===== src/rtl/speicher_pkg.sv =====
// Shared types and constants for the instruction/data memory arbiter.
package speicher_pkg;

    typedef enum logic [2:0] {
        LEERLAUF,
        LESE_I,
        LESE_D,
        SCHREIBEN,
        ANTWORT
    } zustand_t;

    localparam logic [31:0] FEHLER_DATEN   = 32'hDEAD_BEEF;
    localparam int          ADR_BREITE_STD = 26;

endpackage


===== src/rtl/speicher_zeitwaechter.sv =====
// Watchdog cycle counter: counts enabled cycles and flags the cycle in which the limit is reached.
module speicher_zeitwaechter #(
    parameter int GRENZE = 255
) (
    input  logic clk_i,
    input  logic rst_i,
    input  logic loeschen_i,
    input  logic zaehlen_i,
    output logic abgelaufen_o
);

    localparam int BREITE = (GRENZE > 1) ? $clog2(GRENZE) : 1;

    logic [BREITE-1:0] zaehler_q, zaehler_d;

    // Saturates at the limit so a stalled access cannot wrap back to zero.
    always_comb begin
        zaehler_d = zaehler_q;
        if (loeschen_i)
            zaehler_d = '0;
        else if (zaehlen_i && !abgelaufen_o)
            zaehler_d = zaehler_q + 1'b1;
    end

    always_ff @(posedge clk_i or posedge rst_i) begin
        if (rst_i)
            zaehler_q <= '0;
        else
            zaehler_q <= zaehler_d;
    end

    assign abgelaufen_o = zaehlen_i && (zaehler_q == BREITE'(GRENZE - 1));

endmodule


===== src/rtl/speicher_arbiter.sv =====
// Arbitrates one single-port memory between CPU fetch and load/store ports.
// Optional watchdog enabled with macro SPEICHER_TIMEOUT_EN.
module speicher_arbiter
    import speicher_pkg::*;
#(
    parameter int ADR_BREITE     = ADR_BREITE_STD,
    parameter int TIMEOUT_ZYKLEN = 255
) (
    input  logic                  Clock,
    input  logic                  Reset,
    input  logic [31:0]           InstruktionAdresse,
    input  logic                  LeseInstruktion,
    input  logic [31:0]           DatenAdresse,
    input  logic [31:0]           DatenRaus,
    input  logic                  LeseDaten,
    input  logic                  SchreibeDaten,
    output logic [31:0]           Instruktion,
    output logic [31:0]           DatenRein,
    output logic                  InstruktionGeladen,
    output logic                  DatenGeladen,
    output logic                  DatenGespeichert,
    output logic [ADR_BREITE-1:0] SpeicherAdresse,
    output logic [31:0]           SpeicherSchreibDaten,
    output logic                  SpeicherLesen,
    output logic                  SpeicherSchreiben,
    input  logic [31:0]           SpeicherLeseDaten,
    input  logic                  SpeicherFertig,
    output logic                  Fehler
);

    zustand_t              zustand_q;
    logic [ADR_BREITE-1:0] adresse_q;
    logic [31:0]           schreib_daten_q, instruktion_q, daten_rein_q;
    logic                  lesen_q, schreiben_q, fehler_q;
    logic                  geladen_i_q, geladen_d_q, gespeichert_q;
    logic                  im_zugriff, abgelaufen, zugriff_ende;
    logic [31:0]           lese_wert;
    logic                  unused_bits;

    assign im_zugriff   = (zustand_q == LESE_I) || (zustand_q == LESE_D) || (zustand_q == SCHREIBEN);
    assign zugriff_ende = SpeicherFertig || abgelaufen;
    // A completion in the limit cycle wins over the timeout.
    assign lese_wert    = SpeicherFertig ? SpeicherLeseDaten : FEHLER_DATEN;

`ifdef SPEICHER_TIMEOUT_EN
    speicher_zeitwaechter #(
        .GRENZE(TIMEOUT_ZYKLEN)
    ) u_zeitwaechter (
        .clk_i       (Clock),
        .rst_i       (Reset),
        .loeschen_i  (!im_zugriff),
        .zaehlen_i   (im_zugriff),
        .abgelaufen_o(abgelaufen)
    );
    assign Fehler      = fehler_q;
    assign unused_bits = ^{InstruktionAdresse[31:ADR_BREITE], DatenAdresse[31:ADR_BREITE]};
`else
    assign abgelaufen  = 1'b0;
    assign Fehler      = 1'b0;
    assign unused_bits = ^{InstruktionAdresse[31:ADR_BREITE], DatenAdresse[31:ADR_BREITE],
                           TIMEOUT_ZYKLEN, fehler_q};
`endif

    // NOTE: sequential state uses non-blocking assignments so every register sees pre-edge values.
    always_ff @(posedge Clock or posedge Reset) begin
        if (Reset) begin
            zustand_q       <= LEERLAUF;
            adresse_q       <= '0;
            schreib_daten_q <= '0;
            instruktion_q   <= '0;
            daten_rein_q    <= '0;
            lesen_q         <= 1'b0;
            schreiben_q     <= 1'b0;
            fehler_q        <= 1'b0;
            geladen_i_q     <= 1'b0;
            geladen_d_q     <= 1'b0;
            gespeichert_q   <= 1'b0;
        end else begin
            geladen_i_q   <= 1'b0;
            geladen_d_q   <= 1'b0;
            gespeichert_q <= 1'b0;
            case (zustand_q)
                LEERLAUF: begin
                    if (SchreibeDaten) begin
                        zustand_q       <= SCHREIBEN;
                        schreiben_q     <= 1'b1;
                        adresse_q       <= DatenAdresse[ADR_BREITE-1:0];
                        schreib_daten_q <= DatenRaus;
                    end else if (LeseDaten) begin
                        zustand_q <= LESE_D;
                        lesen_q   <= 1'b1;
                        adresse_q <= DatenAdresse[ADR_BREITE-1:0];
                    end else if (LeseInstruktion) begin
                        zustand_q <= LESE_I;
                        lesen_q   <= 1'b1;
                        adresse_q <= InstruktionAdresse[ADR_BREITE-1:0];
                    end
                end
                LESE_I, LESE_D, SCHREIBEN: begin
                    if (zugriff_ende) begin
                        zustand_q   <= ANTWORT;
                        lesen_q     <= 1'b0;
                        schreiben_q <= 1'b0;
                        if (!SpeicherFertig)
                            fehler_q <= 1'b1;
                        case (zustand_q)
                            LESE_I: begin
                                instruktion_q <= lese_wert;
                                geladen_i_q   <= 1'b1;
                            end
                            LESE_D: begin
                                daten_rein_q <= lese_wert;
                                geladen_d_q  <= 1'b1;
                            end
                            default: gespeichert_q <= 1'b1;
                        endcase
                    end
                end
                // ANTWORT: requests still high from the finished access are ignored here.
                default: zustand_q <= LEERLAUF;
            endcase
        end
    end

    assign Instruktion          = instruktion_q;
    assign DatenRein            = daten_rein_q;
    assign InstruktionGeladen   = geladen_i_q;
    assign DatenGeladen         = geladen_d_q;
    assign DatenGespeichert     = gespeichert_q;
    assign SpeicherAdresse      = adresse_q;
    assign SpeicherSchreibDaten = schreib_daten_q;
    assign SpeicherLesen        = lesen_q;
    assign SpeicherSchreiben    = schreiben_q;

endmodule


===== config.mk =====
export PLATFORM = sky130hd
export DESIGN_NAME = speicher_arbiter
export DESIGN_NICKNAME = d
export VERILOG_FILES = /design/src/rtl/speicher_pkg.sv /design/src/rtl/speicher_zeitwaechter.sv /design/src/rtl/speicher_arbiter.sv
export SDC_FILE = /design/constraint.sdc
export NUM_CORES = 1
export LEC_CHECK = 0
export CELL_PAD_IN_SITES_DETAIL_PLACEMENT = 0
export CELL_PAD_IN_SITES_GLOBAL_PLACEMENT = 1
export CORE_UTILIZATION = 26
export CTS_BUF_LIST = sky130_fd_sc_hd__clkbuf_4
export CTS_CLUSTER_DIAMETER = 100
export DETAILED_ROUTE_END_ITERATION = 12
export PLACE_DENSITY_LB_ADDON = 0.12
export SYNTH_ARGS = -nofsm -noshare
export SYNTH_HDL_FRONTEND = slang
export SYNTH_HIERARCHICAL = 1
export SYNTH_SLANG_ARGS = --single-unit

===== constraint.sdc =====
create_clock -name Clock -period 8.2 [get_ports Clock]
set_input_delay 1.64 -clock Clock [delete_from_list [all_inputs] [get_ports Clock]]
set_output_delay 1.64 -clock Clock [all_outputs]
set_load 0.01 [all_outputs]

==> reports/results.txt <==
Clock sink count = 130
Cell type contributing the most total cell area after synthesis = dfrtp_1
# nets final = 706
Run status = complete, no violations
Htree depth = 4
Max stage delay on crit path = 0.92 ns
Later-pin clock latency in the skew report = 0.53 ns
Final critical path time including I/O delays and setup = 3.20 ns
Clock Skews = 0.0259 ns
Sw Share = 29.8%
Count of input and output buffers = 248
Cell with the most instances after synthesis = dfrtp_1
Pre-antenna DRT Iters = 4
Number of synthesized register bits = 130
Launching element type of the critical path = input pin
Prevailing post-synth register cell = dfrtp_1
Sequential share of power = 34.9%
Worst ir drop on vdd = 186 uV
Sequential element share of the synthesized area = 56.5%
Total routing resource utilization after global routing = 12.6%
Number of cells on the worst reg-to-reg path = 3
Cell-internal power = 2.31 mW
Bufs and invs on worst path = 1
Initial antenna violation count = 1
Post-CTS Setup Bufs = 0
Per-cell via count in the routed design = 4.12
Category of the worst setup path capture point = flip-flop
Period utilization = 39.0%
CTS max path bufs = 2
Number of clock buffers inserted by TritonCTS = 17
Final setup viols = 0
Post-cts resize count = 0
Data arrival, critical path = 3.61 ns
Synthesized cell area = 0.00575 mm2
Ys Warns = 6
Worst-margin pin slew = 1.08 ns
Cell types with the highest counts after synthesis = 130 x dfrtp_1, 107 x mux2_4, 21 x mux2_2
Final HPWL DP = 9840 um
Power share of the clock group = 15.2%
Overflow after GRT = 0
Slew headroom = 28.1%
Proportion of layout cells with a drive suffix above 1 = 29.4%
Leakage power figure = 3.70 nW
Starting density of the core = 26.4%
CP Cell Sequence = clkdlybuf4s50_1 -> and2_2 -> mux2_2
Horizontal die dimension = 151 um
Depth of the worst hold-timing path = 1
Wire length reported by the detailed router = 14200 um
CTS Root Buffer Type = clkbuf_4
RSZ-0062 raised after global routing = no
Total core area = 0.0218 mm2
Worst-path fanout max = 33
Count of flip-flops with a built-in enable after synthesis = 0
Cell count after synthesis = 320
Post-synthesis cell type count = 24
Class of the tightest hold or removal check = flip-flop to flip-flop
Final number of max-transition violations = 0
Net count of the mapped netlist = 454
Routed wire length per instance = 16.4 um
NetSw = 984 uW
Standard-cell rows = 54
Total stage count of the critical path = 3
Io pins = 262
Synth-to-Final Area Change = 50.8%
Logic gate share of total power = 50.0%
Number of nets still failing antenna checks after routing = 0
Number of global-route vias before repair = 3886
Hold-fix buffers at CTS = 0
Routability cong. = 0.677
Clock-pin slew on the worst setup and hold paths = 0.11 ns
Post-route DRC violation count = 0
DRT iter0 DRCs = 90
Cell Pwr Density = 380 mW/mm2
Post-route total power = 3.30 mW
Maximum number of pins on one net before global-route repair = 80
Crit path max-delay family = simple AND/OR/NAND/NOR gates
Critical Path Slowest Stage Cell = and2_2
First-pass GRT wire length = 21500 um
Vert. Die Dim = 151 um
Synth area leaders = dfrtp_1 57%, mux2_4 28%, mux2_2 4.1%
F_max = 313 MHz
Crit Path Class = input pin to flip-flop
Final hold violations = 0
Fill count = 2024
Share of flip-flops with an asynchronous set or reset = 100%
CTS tree = built
WP data required = 8.61 ns
Area enclosed by the die boundary = 0.0227 mm2
Accumulated negative setup slack = 0 ns
Minimum hold slack = 0.498 ns
Max-cap viol count = 0
Proportion of netlist area held by the largest area contributor = 56.5%
Vias after detailed routing = 3568
Mean instance size in the synthesized netlist = 18.0 um2
==> registers in the layout, indices dropped and copies added, names as in the netlist <==
name and flops:
Instruktion 32, SpeicherLesen 1, zustand_q 3, InstruktionGeladen 1, DatenGeladen 1, DatenRein 32
DatenGespeichert 1, SpeicherSchreibDaten 32, SpeicherAdresse 26, SpeicherSchreiben 1
==> final timing paths <==
| check | slack [ns] | end | startpoint |
|---|---|---|---|
| worst max-delay path | 5.00 | SpeicherSchreibDaten[29]$_DFFE_PP0P_ | SchreibeDaten |
| worst min-delay path | 0.50 | SpeicherSchreiben$_DFFE_PP0P_ | SpeicherSchreiben$_DFFE_PP0P_ |
| worst max register to register | 6.05 | SpeicherSchreibDaten[29]$_DFFE_PP0P_ | zustand_q[0]$_DFFE_PP0P_ |
| worst min register to register | 0.50 | SpeicherSchreiben$_DFFE_PP0P_ | SpeicherSchreiben$_DFFE_PP0P_ |
| max in group asynchronous | 5.36 | SpeicherSchreibDaten[10]$_DFFE_PP0P_ | Reset |
| min in group asynchronous | 1.61 | SpeicherAdresse[18]$_DFFE_PP0P_ | Reset |
==> metrics by stage <==
stage,utilization (%),worst slack (ns),std cells,area [um2]
global placement,38.4,4.48,833,8350
floorplan,-,3.09,320,5750
detailed placement,38.4,4.42,833,8350
CTS,39.9,5.01,865,8680
finish,39.9,5.00,866,8680
global route,39.9,4.94,866,8680
==> routing by layer <==
| layer | part of all wire, % | global-route usage [%] |
|---|---|---|
| met1 | 42 | 14.7 |
| met2 | 50 | 21.0 |
| met3 | 7.9 | 5.45 |
| met4 | 0.89 | 3.60 |
| met5 | 0 | 0 |
==> power by group through the flow <==
| stage | clock [mW] | combinational [mW] | sequential, mW |
|---|---|---|---|
| after floorplan | 0 | 0.761 | 1.30 |
| after global placement | 0 | 1.67 | 1.15 |
| after detailed placement | 0 | 1.67 | 1.16 |
| after CTS | 0.526 | 1.68 | 1.15 |
| after global routing | 0.552 | 1.76 | 1.19 |
| final | 0.500 | 1.65 | 1.15 |
==> worst register-to-register path, delay by kind of cell (launching register included) <==
family | cells | cell delay, ns
mux | 1 | 0.44
simple gates | 2 | 1.16
flops | 1 | 0.46
==> area by class of cell <==
type | count | area [um2] | share of cell area [%]
flip-flops and latches | 130 | 3250 | 37.5
repair buffers | 251 | 2500 | 28.9
multi-input cells | 170 | 2230 | 25.7
well taps | 280 | 350 | 4.04
clock inverters | 13 | 184 | 2.12
clock buffers | 19 | 143 | 1.64
inverters | 2 | 12.5 | 0.144
diodes | 1 | 2.50 | 0.0288
==> cell usage in the layout, fill, tap and decap left out <==
cell / synthesis / routed
clkdlybuf4s50_1: 0 / 248
mux2_4: 107 / 107
bufinv_16: 0 / 4
and3b_2: 0 / 2
inv_1: 2 / 1
and3_2: 1 / 1
dfrtp_1: 130 / 130
or2b_1: 1 / 1
clkinv_1: 0 / 1
nor2b_2: 1 / 1
conb_1: 1 / 1
o21ai_0: 4 / 4
inv_6: 0 / 3
or2b_2: 1 / 1
mux2_2: 21 / 21
mux2_1: 20 / 20
nor2_1: 3 / 3
o31a_2: 0 / 1
clkbuf_4: 0 / 19
and2_2: 0 / 1
nor2b_1: 1 / 1
buf_4: 1 / 3
clkinv_4: 0 / 2
a22o_1: 1 / 1
clkinv_2: 0 / 2
clkinvlp_4: 0 / 2
a21o_1: 1 / 1
nor2_4: 1 / 1
nor3_4: 1 / 1
a21oi_1: 1 / 1
diode_2: 0 / 1
==> cell families (layout without fill, tap and decap cells) <==
logic type / count (synthesis) / in the layout / share of synthesized area (%)
AO/OA/AOI/OAI: 8 / 8 / 0.870
buffers and inverters: 20 / 285 / 4.81
flip-flops: 130 / 130 / 56.5
multiplexers: 148 / 148 / 36.0
other: 1 / 2 / 0.0652
AND/OR/NAND/NOR: 13 / 13 / 1.76
Power figures use the tool's default switching activity.
